[src/rtl/shift_sub_divider.sv]
// Sequential unsigned restoring divider.
// One shift and one trial subtract per quotient bit; results held in DONE.
module shift_sub_divider #(
  parameter int WIDTH = 8
) (
  input  logic             clock,
  input  logic             seqreset,
  input  logic             start,
  input  logic [WIDTH-1:0] dividend,
  input  logic [WIDTH-1:0] divisor,
  output logic [WIDTH-1:0] quotient,
  output logic [WIDTH-1:0] remainder,
  output logic             ready,
  output logic             busy,
  output logic             div_by_zero
);

  localparam int CW = $clog2(WIDTH + 1);

  typedef enum logic [1:0] {
    IDLE,
    SHIFT,
    SUB,
    DONE
  } state_t;

  state_t state, state_n;

  logic [WIDTH:0]   r;
  logic [WIDTH-1:0] q;
  logic [WIDTH-1:0] d;
  logic [CW-1:0]    cnt;

  logic [WIDTH:0] diff;
  logic           ge;
  logic           accept;
  logic           dz;
  logic           last;

  always_comb begin
    diff   = r - {1'b0, d};
    ge     = (r >= {1'b0, d});
    accept = start && (state == IDLE || state == DONE);
    dz     = (divisor == '0);
    last   = (cnt == CW'(1));
  end

  always_comb begin
    state_n = state;
    ready   = 1'b0;
    busy    = 1'b0;
    unique case (state)
      IDLE, DONE: begin
        ready = (state == DONE);
        if (start) begin
          state_n = dz ? DONE : SHIFT;
        end
      end
      SHIFT: begin
        busy    = 1'b1;
        state_n = SUB;
      end
      SUB: begin
        busy    = 1'b1;
        state_n = last ? DONE : SHIFT;
      end
      default: state_n = IDLE;
    endcase
  end

  always_ff @(posedge clock or posedge seqreset) begin
    if (seqreset) begin
      state <= IDLE;
    end else begin
      state <= state_n;
    end
  end

  always_ff @(posedge clock or posedge seqreset) begin
    if (seqreset) begin
      r           <= '0;
      q           <= '0;
      d           <= '0;
      cnt         <= '0;
      quotient    <= '0;
      remainder   <= '0;
      div_by_zero <= 1'b0;
    end else begin
      unique case (state)
        IDLE, DONE: begin
          if (accept && !dz) begin
            r   <= '0;
            q   <= dividend;
            d   <= divisor;
            cnt <= CW'(WIDTH);
          end else if (accept) begin
            quotient    <= '1;
            remainder   <= dividend;
            div_by_zero <= 1'b1;
          end
        end
        SHIFT: begin
          {r, q} <= {r[WIDTH-1:0], q, 1'b0};
        end
        SUB: begin
          cnt <= cnt - CW'(1);
          if (ge) begin
            r    <= diff;
            q[0] <= 1'b1;
          end
          // the final bit is folded straight into the published result
          if (last) begin
            quotient    <= {q[WIDTH-1:1], ge};
            remainder   <= ge ? diff[WIDTH-1:0] : r[WIDTH-1:0];
            div_by_zero <= 1'b0;
          end
        end
        default: ;
      endcase
    end
  end

endmodule

[config.mk]
export PLATFORM = sky130hd
export DESIGN_NAME = shift_sub_divider
export DESIGN_NICKNAME = d
export VERILOG_FILES = /design/src/rtl/shift_sub_divider.sv
export SDC_FILE = /design/constraint.sdc
export NUM_CORES = 1
export LEC_CHECK = 0
export ABC_AREA = 0
export BUFFER_PORTS_ARGS = -buffer_cell sky130_fd_sc_hd__buf_2
export CAP_MARGIN = 20
export CELL_PAD_IN_SITES_DETAIL_PLACEMENT = 1
export CELL_PAD_IN_SITES_GLOBAL_PLACEMENT = 1
export CORE_MARGIN = 2
export CORE_UTILIZATION = 45
export CTS_BUF_LIST = sky130_fd_sc_hd__clkbuf_4 sky130_fd_sc_hd__clkbuf_8
export DETAILED_ROUTE_END_ITERATION = 7
export PLACE_DENSITY = 0.88
export RECOVER_POWER = 25
export SLEW_MARGIN = 5
export SYNTH_ARGS = -nofsm -noshare
export SYNTH_HDL_FRONTEND = slang
export SYNTH_SLANG_ARGS = --single-unit
[constraint.sdc]
create_clock -name clock -period 2.9 [get_ports clock]
set_input_delay 0.145 -clock clock [delete_from_list [all_inputs] [get_ports clock]]
set_output_delay 0.145 -clock clock [all_outputs]
set_load 0.02 [all_outputs]
==> flow_metrics.py, run 1 <==
metrics = {
    "grt": {
        "grt_first_pass_wirelength_um": 12700,
        "met3_usage_pct": 3.58,
        "gr-usage-met1_pct": 28.9,
        "grtUsageMet2_pct": 39.6,
        "grt_overflow": 0,
        "track_usage_pct": 22.6,
        "antenna_found_initial": 0,
        "top_usage_layer": "met2",
        "grt_pass1_vias": 2525,
        "grt_max_degree": 49,
    },
    "outcome": {
        "status": "complete, no violations",
    },
    "floorplan": {
        "initial_core_util_pct": 47.3,
        "rows": 28,
        "ioPinCount": 38,
        "core_sq_mm": 0.00599,
        "die_area_sq_mm": 0.00695,
        "die_height_um": 83.4,
        "dieWidth_um": 83.4,
    },
    "timing": {
        "rsz0062_at_grt": "no",
        "max_freq_ghz": 0.415,
        "timing.final.crit_period_ns": 2.41,
        "setup-violations-final": 0,
        "worst_slew_pin_slew_ns": 1.27,
        "relSlewSlack_pct": 15.3,
        "fin_tns_setup_ns": 0,
        "whs_ns": 0.0728,
        "min_period_over_period_pct": 83.1,
        "finalClockSkew_ns": 0.00713,
        "drv_slew": 0,
        "hold_violations": 0,
    },
    "worst_setup_path": {
        "endpoint_kind": "register",
        "r2r_start": "r[3]",
        "cp.required_ns": 3.09,
        "startpoint_type": "register",
        "critPathKind": "reg2reg",
        "path_max_fanout": 7,
        "max_stage_delay_ns": 0.45,
        "cp.arrival_ns": 2.61,
        "crit_path_cell_trace": "ha_1, a21o_1, o2bb2ai_1, nor3_2, nor2_2, and3_1, a221o_1",
        "slowest_stage": "dfrtp_1",
        "critPathLaunch": "r[3]",
    },
    "layout": {
        "final_cell_mix": "dfrtp_1 (48), buf_2 (37), nand2_1 (35)",
        "drive_gt1_share_pct": 21.1,
        "instances_no_fill": 417,
        "diodes": 0,
        "fillCellCount": 721,
        "layout_commonest_cell": "dfrtp_1",
        "finalNetCount": 376,
        "stdcell_area_sq_mm": 0.00319,
        "area_growth_syn_to_layout_pct": 12.6,
    },
    "cts": {
        "cts.sinks": 48,
        "cts_tree": "yes",
        "clk_pin_slew_ns": 0.09,
        "post_cts_buffers": 0,
        "cts_buffers": 5,
        "ctsHoldBuffers": 0,
        "cts_root_buf": "clkbuf_8",
        "clk_latency_ns": 0.30,
        "cts_buffer_depth": 2,
        "htree_num_levels": 2,
        "postCtsResizedCells": 0,
    },
    "drt": {
        "drt_iter0_markers": 104,
        "vias_per_cell": 5.84,
        "route.detailed.drc": 0,
        "vias": 2434,
        "wire_per_inst_um": 18.2,
        "wl_um": 7570,
        "ant_nets": 0,
        "first_pass_iters": 4,
    },
    "synthesis": {
        "synth_area_per_cell_sq_um": 9.39,
        "synth_top_family_by_area": "compound AO/OA/AOI/OAI gates",
        "ys_seq_area_share_pct": 42.3,
        "synth_warnings": 0,
        "yosys-mux-area-fraction_pct": 4.32,
        "synth_fa_ha_area_share_pct": 6.88,
        "synth_largest_area_cell": "dfrtp_1",
        "synthXorXnorAreaFrac_pct": 1.54,
        "synth_top_area_share_pct": 42.3,
        "synth.distinct_cells": 60,
        "synthCells": 302,
        "synth-compound-area-share_pct": 21.9,
        "async_reset_ff_share_pct": 100,
        "synth-edff-count": 0,
        "synthTopCellsByArea": "dfrtp_1 (42%), ha_1 (6.2%), nand2_1 (4.6%), o21ai_0 (3.7%), mux2i_1 (3.5%)",
        "synth-main-ff-cell": "dfrtp_1",
        "synthSimpleGateAreaFrac_pct": 17.7,
        "synth_seq_cells": 48,
        "synth_area_sq_mm": 0.00284,
        "synthesis.nets": 336,
    },
    "placed_design": {
        "dp.cells": 408,
        "place_area_sq_mm": 0.00309,
        "portBuffers": 37,
        "dpl.hpwl_um": 5660,
        "place.gp.congestion": 0.897,
    },
    "min_path": {
        "holdCritStartpoint": "divisor[5]",
        "hold_path.class": "in2reg",
    },
    "power": {
        "power.leakage_nw": 1.45,
        "powerDensity_mw_per_mm2": 1240,
        "irDropWorstVdd_mv": 0.658,
    },
    "job": {
        "maxCapViolCount": 0,
    },
}
[metal layers]
layer | wire (um) | vias up
met2 | 3810 | 39
met3 | 287 | 14
met1 | 3300 | 1232
met5 | 0 | -
met4 | 172 | 0
li1 | - | 1149
[area by class of cell]
type	count	area [sq um]	share of cell area, %
clock inverters	2	12.5	0.392
inverters	23	86.3	2.70
well taps	75	93.8	2.94
repair buffers	44	245	7.68
clock buffers	5	68.8	2.16
flip-flops and latches	48	1200	37.6
multi-input cells	220	1490	46.5
[Yosys cell counts, types with 3 or more instances]
library cell   n
a21o_1         3
a21oi_1        8
dfrtp_1       48
o21ai_1        7
xnor2_1        4
o2111ai_1      3
clkbuf_1       5
a21oi_2        3
a221o_1        3
ha_1          14
and3_1         3
a31oi_1        9
buf_2          3
and2_1         3
nand2b_1       3
nand3_1        6
nand2_1       35
nor2_1        22
inv_1         23
o211ai_1       4
a22oi_1        6
o21ai_0       21
nor3_1         7
nor2b_1        3
mux2i_1       10
[sequential cells by signal (all words and copies together), names as in the netlist]
register     cells
cnt              4
d                8
div_by_zero      1
q                8
quotient         8
r                9
remainder        8
state            2
[power by group]
group	switching [mW]	leakage, nW	internal (mW)
clock network	0.231	0.0400	0.164
logic	1.53	0.821	0.922
registers	0.188	0.585	0.929
total	1.95	1.45	2.02
[through the flow]
| stage | worst slack (ns) | power [mW] | util [%] |
|---|---|---|---|
| detailed placement | 0.531 | 3.55 | 51.6 |
| global route | 0.184 | 4.29 | 53.3 |
| CTS | 0.502 | 3.97 | 52.9 |
| floorplan | 0.773 | 2.94 | - |
| finish | 0.489 | 3.97 | 53.3 |
| global placement | 0.601 | 3.43 | 51.6 |
[critical path, delay by kind of cell (launching register included)]
kind | cells | cell delay (ns)
simple gates | 3 | 0.82
compound gates | 3 | 0.64
fa+ha+maj | 1 | 0.41
flops | 1 | 0.45
[path summary, 6_finish.rpt]
check | to | slack (ns) | cells past startpoint
worst min-delay path | d[5] | 0.07 | 3
min in group asynchronous | quotient[3] | 0.54 | 3
max in group asynchronous | d[4] | 0.59 | 4
worst min register to register | div_by_zero | 0.48 | 1
worst max-delay path | r[2] | 0.49 | 7
worst max register to register | r[2] | 0.49 | 7
[logic make-up (layout without fill, tap and decap cells)]
logic type                 after synthesis  in the layout
muxes                                   12             12
DFF                                     48             48
adders and majority gates               15             15
xor gates and xnor gates                 5              5
buffers and inverters                   34             74
AOI/OAI and AO/OA                       88             88
and+or+nand+nor                        100            100
(Power assumes the default switching activity.)
==> inputs of run 2 (changes only) <==
Settings changed: ABC_AREA 0 to 1, CORE_UTILIZATION 45 to 44, PLACE_DENSITY 0.88 to 0.89.
Clock period 2.9 ns to 2.4 ns, I/O delays scaled along.
==> run 2 against run 1 <==
Effect of this change: sequential share of layout area shrank 2.2 points; synthesized cell count grew 30%; cell area grew 6.1%; worst hold slack lost 0.042 ns; non-clock buffer count shrank 2; cell count grew 23%; via count grew 9.1%; wire length grew 3.3%; synthesized area grew 6.7%; highest routed layer unchanged.
==> flow_metrics.py, run 2 <==
metrics = {
    "synthesis": {
        "synth.distinct_cells": 39,
        "yosys-mux-area-fraction_pct": 0.372,
        "synthXorXnorAreaFrac_pct": 0.289,
        "synth-main-ff-cell": "dfrtp_1",
        "synthesis.nets": 428,
        "synth_area_sq_mm": 0.00303,
        "ys_seq_area_share_pct": 39.7,
        "yosysMostFrequentCell": "nand2_1",
        "synth_top_family_by_area": "simple AND/OR/NAND/NOR gates",
        "synth_area_per_cell_sq_um": 7.68,
        "synth_top_area_share_pct": 39.7,
        "synthTopCellsByArea": "dfrtp_1 (40%), nand2_1 (15%), inv_1 (8.8%), ha_1 (5.8%), o21ai_0 (3.6%)",
        "synth_fa_ha_area_share_pct": 6.45,
        "synthSimpleGateAreaFrac_pct": 25.8,
        "synth_largest_area_cell": "dfrtp_1",
        "synthTopCellsByCount": "nand2_1 (118), inv_1 (71), dfrtp_1 (48)",
        "synthCells": 394,
        "synth_seq_cells": 48,
        "synth_warnings": 0,
        "async_reset_ff_share_pct": 100,
        "synth-compound-area-share_pct": 15.7,
        "synth-edff-count": 0,
    },
    "cts": {
        "htree_num_levels": 2,
        "clk_latency_ns": 0.30,
        "cts_buffer_depth": 2,
        "post_cts_buffers": 0,
        "clk_pin_slew_ns": 0.09,
        "cts_root_buf": "clkbuf_8",
        "cts_buffers": 5,
        "postCtsResizedCells": 0,
        "cts_tree": "yes",
        "cts.sinks": 48,
    },
    "worst_setup_path": {
        "critPathLaunch": "state[0]",
        "r2r_start": "state[0]",
        "r2r_slack_ns": 0.19,
        "cp.arrival_ns": 2.44,
        "path_max_fanout": 23,
        "r2r-end": "remainder[4]",
        "endpoint_kind": "register",
        "cp.required_ns": 2.64,
        "critPathKind": "reg2reg",
        "startpoint_type": "register",
        "reg2reg_depth": 9,
    },
    "placed_design": {
        "dp.cells": 505,
        "pre_cts_slack_ns": 0.227,
        "dpl.hpwl_um": 6090,
        "place.gp.congestion": 0.810,
        "place_area_sq_mm": 0.00327,
        "portBuffers": 37,
    },
    "drt": {
        "route.met3.wl_um": 243,
        "highest_layer": "met4",
        "drt_iter0_markers": 142,
        "route.detailed.drc": 0,
        "vias_per_cell": 5.17,
        "routedLengthMet1_um": 3600,
        "wire_per_inst_um": 15.2,
        "ant_nets": 0,
        "first_pass_iters": 5,
        "wl_um": 7820,
        "met2WireLength_um": 3870,
        "vias": 2655,
    },
    "power": {
        "irDropWorstVdd_mv": 0.552,
        "powerDensity_mw_per_mm2": 1610,
        "power.leakage_nw": 1.81,
    },
    "timing": {
        "drv_slew": 0,
        "timing.final.crit_period_ns": 2.21,
        "max_freq_ghz": 0.453,
        "finalClockSkew_ns": 0.00853,
        "relSlewSlack_pct": 54.9,
        "hold_violations": 0,
        "setup-violations-final": 0,
        "fin_tns_setup_ns": 0,
        "worst_slew_pin_slew_ns": 0.676,
        "fin_ws_ns": 0.194,
        "min_period_over_period_pct": 91.9,
        "rsz0062_at_grt": "no",
    },
    "layout": {
        "layout_commonest_cell": "nand2_1",
        "diodes": 0,
        "stdcell_area_sq_mm": 0.00339,
        "area_growth_syn_to_layout_pct": 11.9,
        "final_cell_mix": "nand2_1 (118), inv_1 (71), dfrtp_1 (48)",
        "largest-register": "r",
        "instances_no_fill": 514,
        "largest_reg_flops": 9,
        "drive_gt1_share_pct": 15.7,
        "finalNetCount": 467,
    },
    "floorplan": {
        "die_height_um": 86.9,
        "dieWidth_um": 86.9,
        "rows": 30,
        "core_sq_mm": 0.00672,
        "ioPinCount": 38,
        "die_area_sq_mm": 0.00756,
        "initial_core_util_pct": 45.0,
    },
    "min_path": {
        "hold_depth": 3,
        "hold_end": "d[0]",
        "holdCritStartpoint": "divisor[0]",
        "hold_path.class": "in2reg",
    },
    "grt": {
        "grt_max_degree": 33,
        "antenna_found_initial": 0,
        "track_usage_pct": 22.0,
        "grt_first_pass_wirelength_um": 13200,
        "grt_pass1_vias": 2777,
        "grt_overflow": 0,
    },
    "outcome": {
        "status": "complete, no violations",
    },
    "job": {
        "maxCapViolCount": 0,
    },
}
## run 2: per-layer routing
| layer | global-route usage (%) | vias to the layer above |
|---|---|---|
| met2 | 38.2 | 51 |
| met3 | 3.03 | 9 |
| li1 | - | 1311 |
| met4 | 5.97 | 0 |
| met5 | 0 | - |
| met1 | 28.6 | 1284 |
## run 2: logic make-up (layout without fill, tap and decap cells)
logic type | count (synthesis) | count (layout)
adder cells (fa/ha/maj) | 15 | 15
flip-flops | 48 | 48
AO/OA/AOI/OAI | 69 | 69
multiplexers | 1 | 1
buffers and inverters | 85 | 125
XOR/XNOR | 1 | 1
AND/OR/NAND/NOR | 175 | 175
## run 2: what timing repair did
| action | in CTS | in global routing |
|---|---|---|
| hold buffers | 1 | 0 |
| endpoints found under the setup margin | 0 | 0 |
| hold endpoints to repair | 16 | 0 |
## run 2: worst max-delay path, stage by stage (launching register included)
cell	delay [ns]
dfrtp_1	0.43
inv_1	0.07
ha_1	0.44
inv_4	0.16
nor2_4	0.06
a21oi_4	0.16
nand3_4	0.32
nor2_8	0.31
o211ai_1	0.12
nand2_1	0.07
## run 2: layout make-up
| type | instances | area, sq um |
|---|---|---|
| Multi-Input combinational cell | 261 | 1470 |
| Sequential cell | 48 | 1200 |
| Timing Repair Buffer | 42 | 210 |
| Fill cell | 882 | 3330 |
| Inverter | 75 | 284 |
| Clock buffer | 6 | 82.6 |
| Clock inverter | 2 | 38.8 |
| Tap cell | 80 | 100 |
## run 2: per-stage QoR
step	hold slack (ns)	utilization, %	total power, mW
final	0.0309	50.4	5.46
after global placement	0.117	48.7	4.64
after detailed placement	0.120	48.7	4.83
after global routing	0.0536	50.4	5.99
after floorplan	0.230	-	4.05
after CTS	0.0297	50.7	5.51
## run 2: how the worst max path moves through the flow
stage,cells past startpoint,endpoint,slack [ns]
2_1_floorplan,12,remainder[2],0.59
3_3_place_gp,9,remainder[3],0.32
3_5_place_dp,9,remainder[2],0.23
4_1_cts,9,remainder[2],0.18
5_1_grt,9,remainder[4],0.008
6_report,9,remainder[4],0.19
## run 2: power by group
part / internal [mW] / total, mW / switching, mW
clock: 0.341 / 0.629 / 0.287
sequential: 1.15 / 1.33 / 0.179
combinational: 1.08 / 3.50 / 2.42
==> inputs of run 3 (changes only) <==
Settings changed: ABC_AREA 1 to unset, CORE_UTILIZATION 44 to 45, PLACE_DENSITY 0.89 to 0.88.
==> run 3 against run 2 <==
Effect of this change: die area down 8.0%; wire length rose by 5.0%; setup slack worse by 0.15 ns; critical path type unchanged; worst hold slack gained 0.0049 ns; sequential share of layout area grew 0.60 points; clock power is 12% higher.
==> flow_metrics.py, run 3 (synthesis gave the netlist of run 1 again) <==
metrics = {
    "worst_setup_path": {
        "endpoint_kind": "register",
        "startpoint_type": "register",
        "cp.required_ns": 2.66,
        "cp.arrival_ns": 2.61,
        "critPathKind": "reg2reg",
        "critical_path.top_delay_family": "compound AO/OA/AOI/OAI gates",
        "crit_path_cell_trace": "ha_1, nand4_1, o2bb2ai_2, nor3_2, buf_4, or2_4, o311ai_1, a31o_1",
        "r2r-end": "remainder[5]",
        "reg2reg_depth": 8,
        "crit_buf_inv": 1,
        "path_max_fanout": 7,
        "r2r_slack_ns": 0.05,
        "max_stage_delay_ns": 0.44,
        "slowest_stage": "dfrtp_1",
        "r2r_start": "r[1]",
    },
    "floorplan": {
        "rows": 28,
        "die_height_um": 83.4,
        "core_sq_mm": 0.00599,
        "dieWidth_um": 83.4,
        "ioPinCount": 38,
        "initial_core_util_pct": 47.3,
        "die_area_sq_mm": 0.00695,
    },
    "power": {
        "power_mw": 5.33,
        "power.leakage_nw": 1.50,
        "combPwrFrac_pct": 61.4,
        "p_seq_share_pct": 25.4,
        "switchingPower_mw": 2.51,
        "p_int_mw": 2.82,
        "irDropWorstVdd_mv": 0.872,
        "clkPwrFrac_pct": 13.2,
        "p_sw_share_pct": 47.0,
        "powerDensity_mw_per_mm2": 1600,
    },
    "drt": {
        "ant_nets": 0,
        "vias": 2526,
        "route.detailed.drc": 0,
        "wl_um": 8210,
        "drt_iter0_markers": 157,
        "first_pass_iters": 4,
        "wire_per_inst_um": 19.3,
        "vias_per_cell": 5.94,
    },
    "layout": {
        "instances_no_fill": 425,
        "largest-register": "r",
        "diodes": 0,
        "fillCellCount": 709,
        "fin_util_pct": 55.6,
        "largest_reg_flops": 9,
        "drive_gt1_share_pct": 24.9,
        "stdcell_area_sq_mm": 0.00333,
        "area_growth_syn_to_layout_pct": 17.5,
        "finalNetCount": 384,
        "final_cell_mix": "dfrtp_1 (48), buf_2 (36), nand2_1 (35)",
        "layout_commonest_cell": "dfrtp_1",
    },
    "grt": {
        "grt_pass1_vias": 2667,
        "track_usage_pct": 24.5,
        "grt_max_degree": 25,
        "grt_overflow": 0,
        "grt_first_pass_wirelength_um": 13400,
        "antenna_found_initial": 0,
    },
    "timing": {
        "max_freq_ghz": 0.425,
        "finalClockSkew_ns": 0.00883,
        "fin_tns_setup_ns": 0,
        "drv_slew": 0,
        "hold_violations": 0,
        "timing.final.crit_period_ns": 2.35,
        "min_period_over_period_pct": 98.1,
        "worst_slew_pin_slew_ns": 0.749,
        "setup-violations-final": 0,
        "relSlewSlack_pct": 50.1,
    },
    "min_path": {
        "hold_path.class": "in2reg",
        "hold_end": "d[5]",
        "hold_depth": 3,
        "holdCritStartpoint": "divisor[5]",
    },
    "cts": {
        "clk_latency_ns": 0.32,
        "clk_pin_slew_ns": 0.10,
        "cts_root_buf": "clkbuf_8",
        "cts_buffer_depth": 2,
        "cts_tree": "yes",
        "cts_buffers": 5,
        "htree_num_levels": 2,
        "cts.sinks": 48,
    },
    "placed_design": {
        "portBuffers": 37,
        "dpl.hpwl_um": 6030,
        "dp.cells": 416,
        "place.gp.congestion": 0.875,
        "place_area_sq_mm": 0.00315,
    },
    "job": {
        "maxCapViolCount": 0,
    },
    "outcome": {
        "status": "complete, no violations",
    },
}
run 3: cell types whose count changed in the layout (fill, tap and decap cells not counted), sizes merged, moves of 10 or more:
cell / previous run / this run
clkbuf: 18 / 8
mux2i: 0 / 10
nand2: 122 / 37
inv: 75 / 23
buf: 29 / 48
nand3: 20 / 6
run 3: cell type report:
cell class	instances	area, sq um	share of cell area [%]
multi-input combinational	220	1530	45.9
sequential	48	1200	36.0
timing repair buffer	52	293	8.79
tap	75	93.8	2.82
inverter	23	86.3	2.59
clock buffer	5	68.8	2.07
clock inverter	2	60.1	1.80
run 3: stage by stage:
stage | hold slack, ns | setup WS [ns]
2_1_floorplan | 0.237 | 0.273
3_5_place_dp | 0.0722 | 0.0991
6_report | 0.0358 | 0.0452
3_3_place_gp | 0.0673 | 0.190
4_1_cts | 0.0327 | 0.0128
5_1_grt | 0.0548 | -0.00615
run 3: power by group through the flow:
stage / logic, mW / clock network, mW / registers, mW
finish: 3.27 / 0.703 / 1.35
global route: 3.55 / 0.743 / 1.39
CTS: 3.14 / 0.716 / 1.35
detailed placement: 3.06 / 0 / 1.37
global placement: 2.94 / 0 / 1.34
floorplan: 2.14 / 0 / 1.41
run 3: worst reg2reg max path: cells and delay by family (launching register included):
kind,cells,cell delay (ns)
AO/OA/AOI/OAI,3,0.73
AND/OR/NAND/NOR,3,0.57
flip-flops,1,0.44
adder cells (fa/ha/maj),1,0.38
buffers and inverters,1,0.16
run 3: routing by layer:
metal | share of wire, % | up-vias | GRT usage (%)
met5 | 0 | - | 0
met4 | 2.8 | 0 | 9.54
met3 | 4.2 | 21 | 5.77
met2 | 52 | 58 | 42.1
met1 | 41 | 1273 | 29.5
li1 | - | 1174 | -
run 3: worst max-delay path by stage:
stage          startpoint      endpoint  cells after the start
6_report             r[1]  remainder[5]                      8
5_1_grt              r[3]  remainder[4]                      8
4_1_cts              r[0]  remainder[5]                      9
3_5_place_dp         r[4]  remainder[5]                      8
3_3_place_gp         r[6]          r[2]                      7
2_1_floorplan        r[4]          r[2]                      8
run 3: timing repair:
action	CTS	global route
pin swaps	0	2
hold buffers	1	0
gates resized for setup	1	8
hold endpoints to repair	11	0
buffers inserted	0	1
setup endpoints to repair	1	12
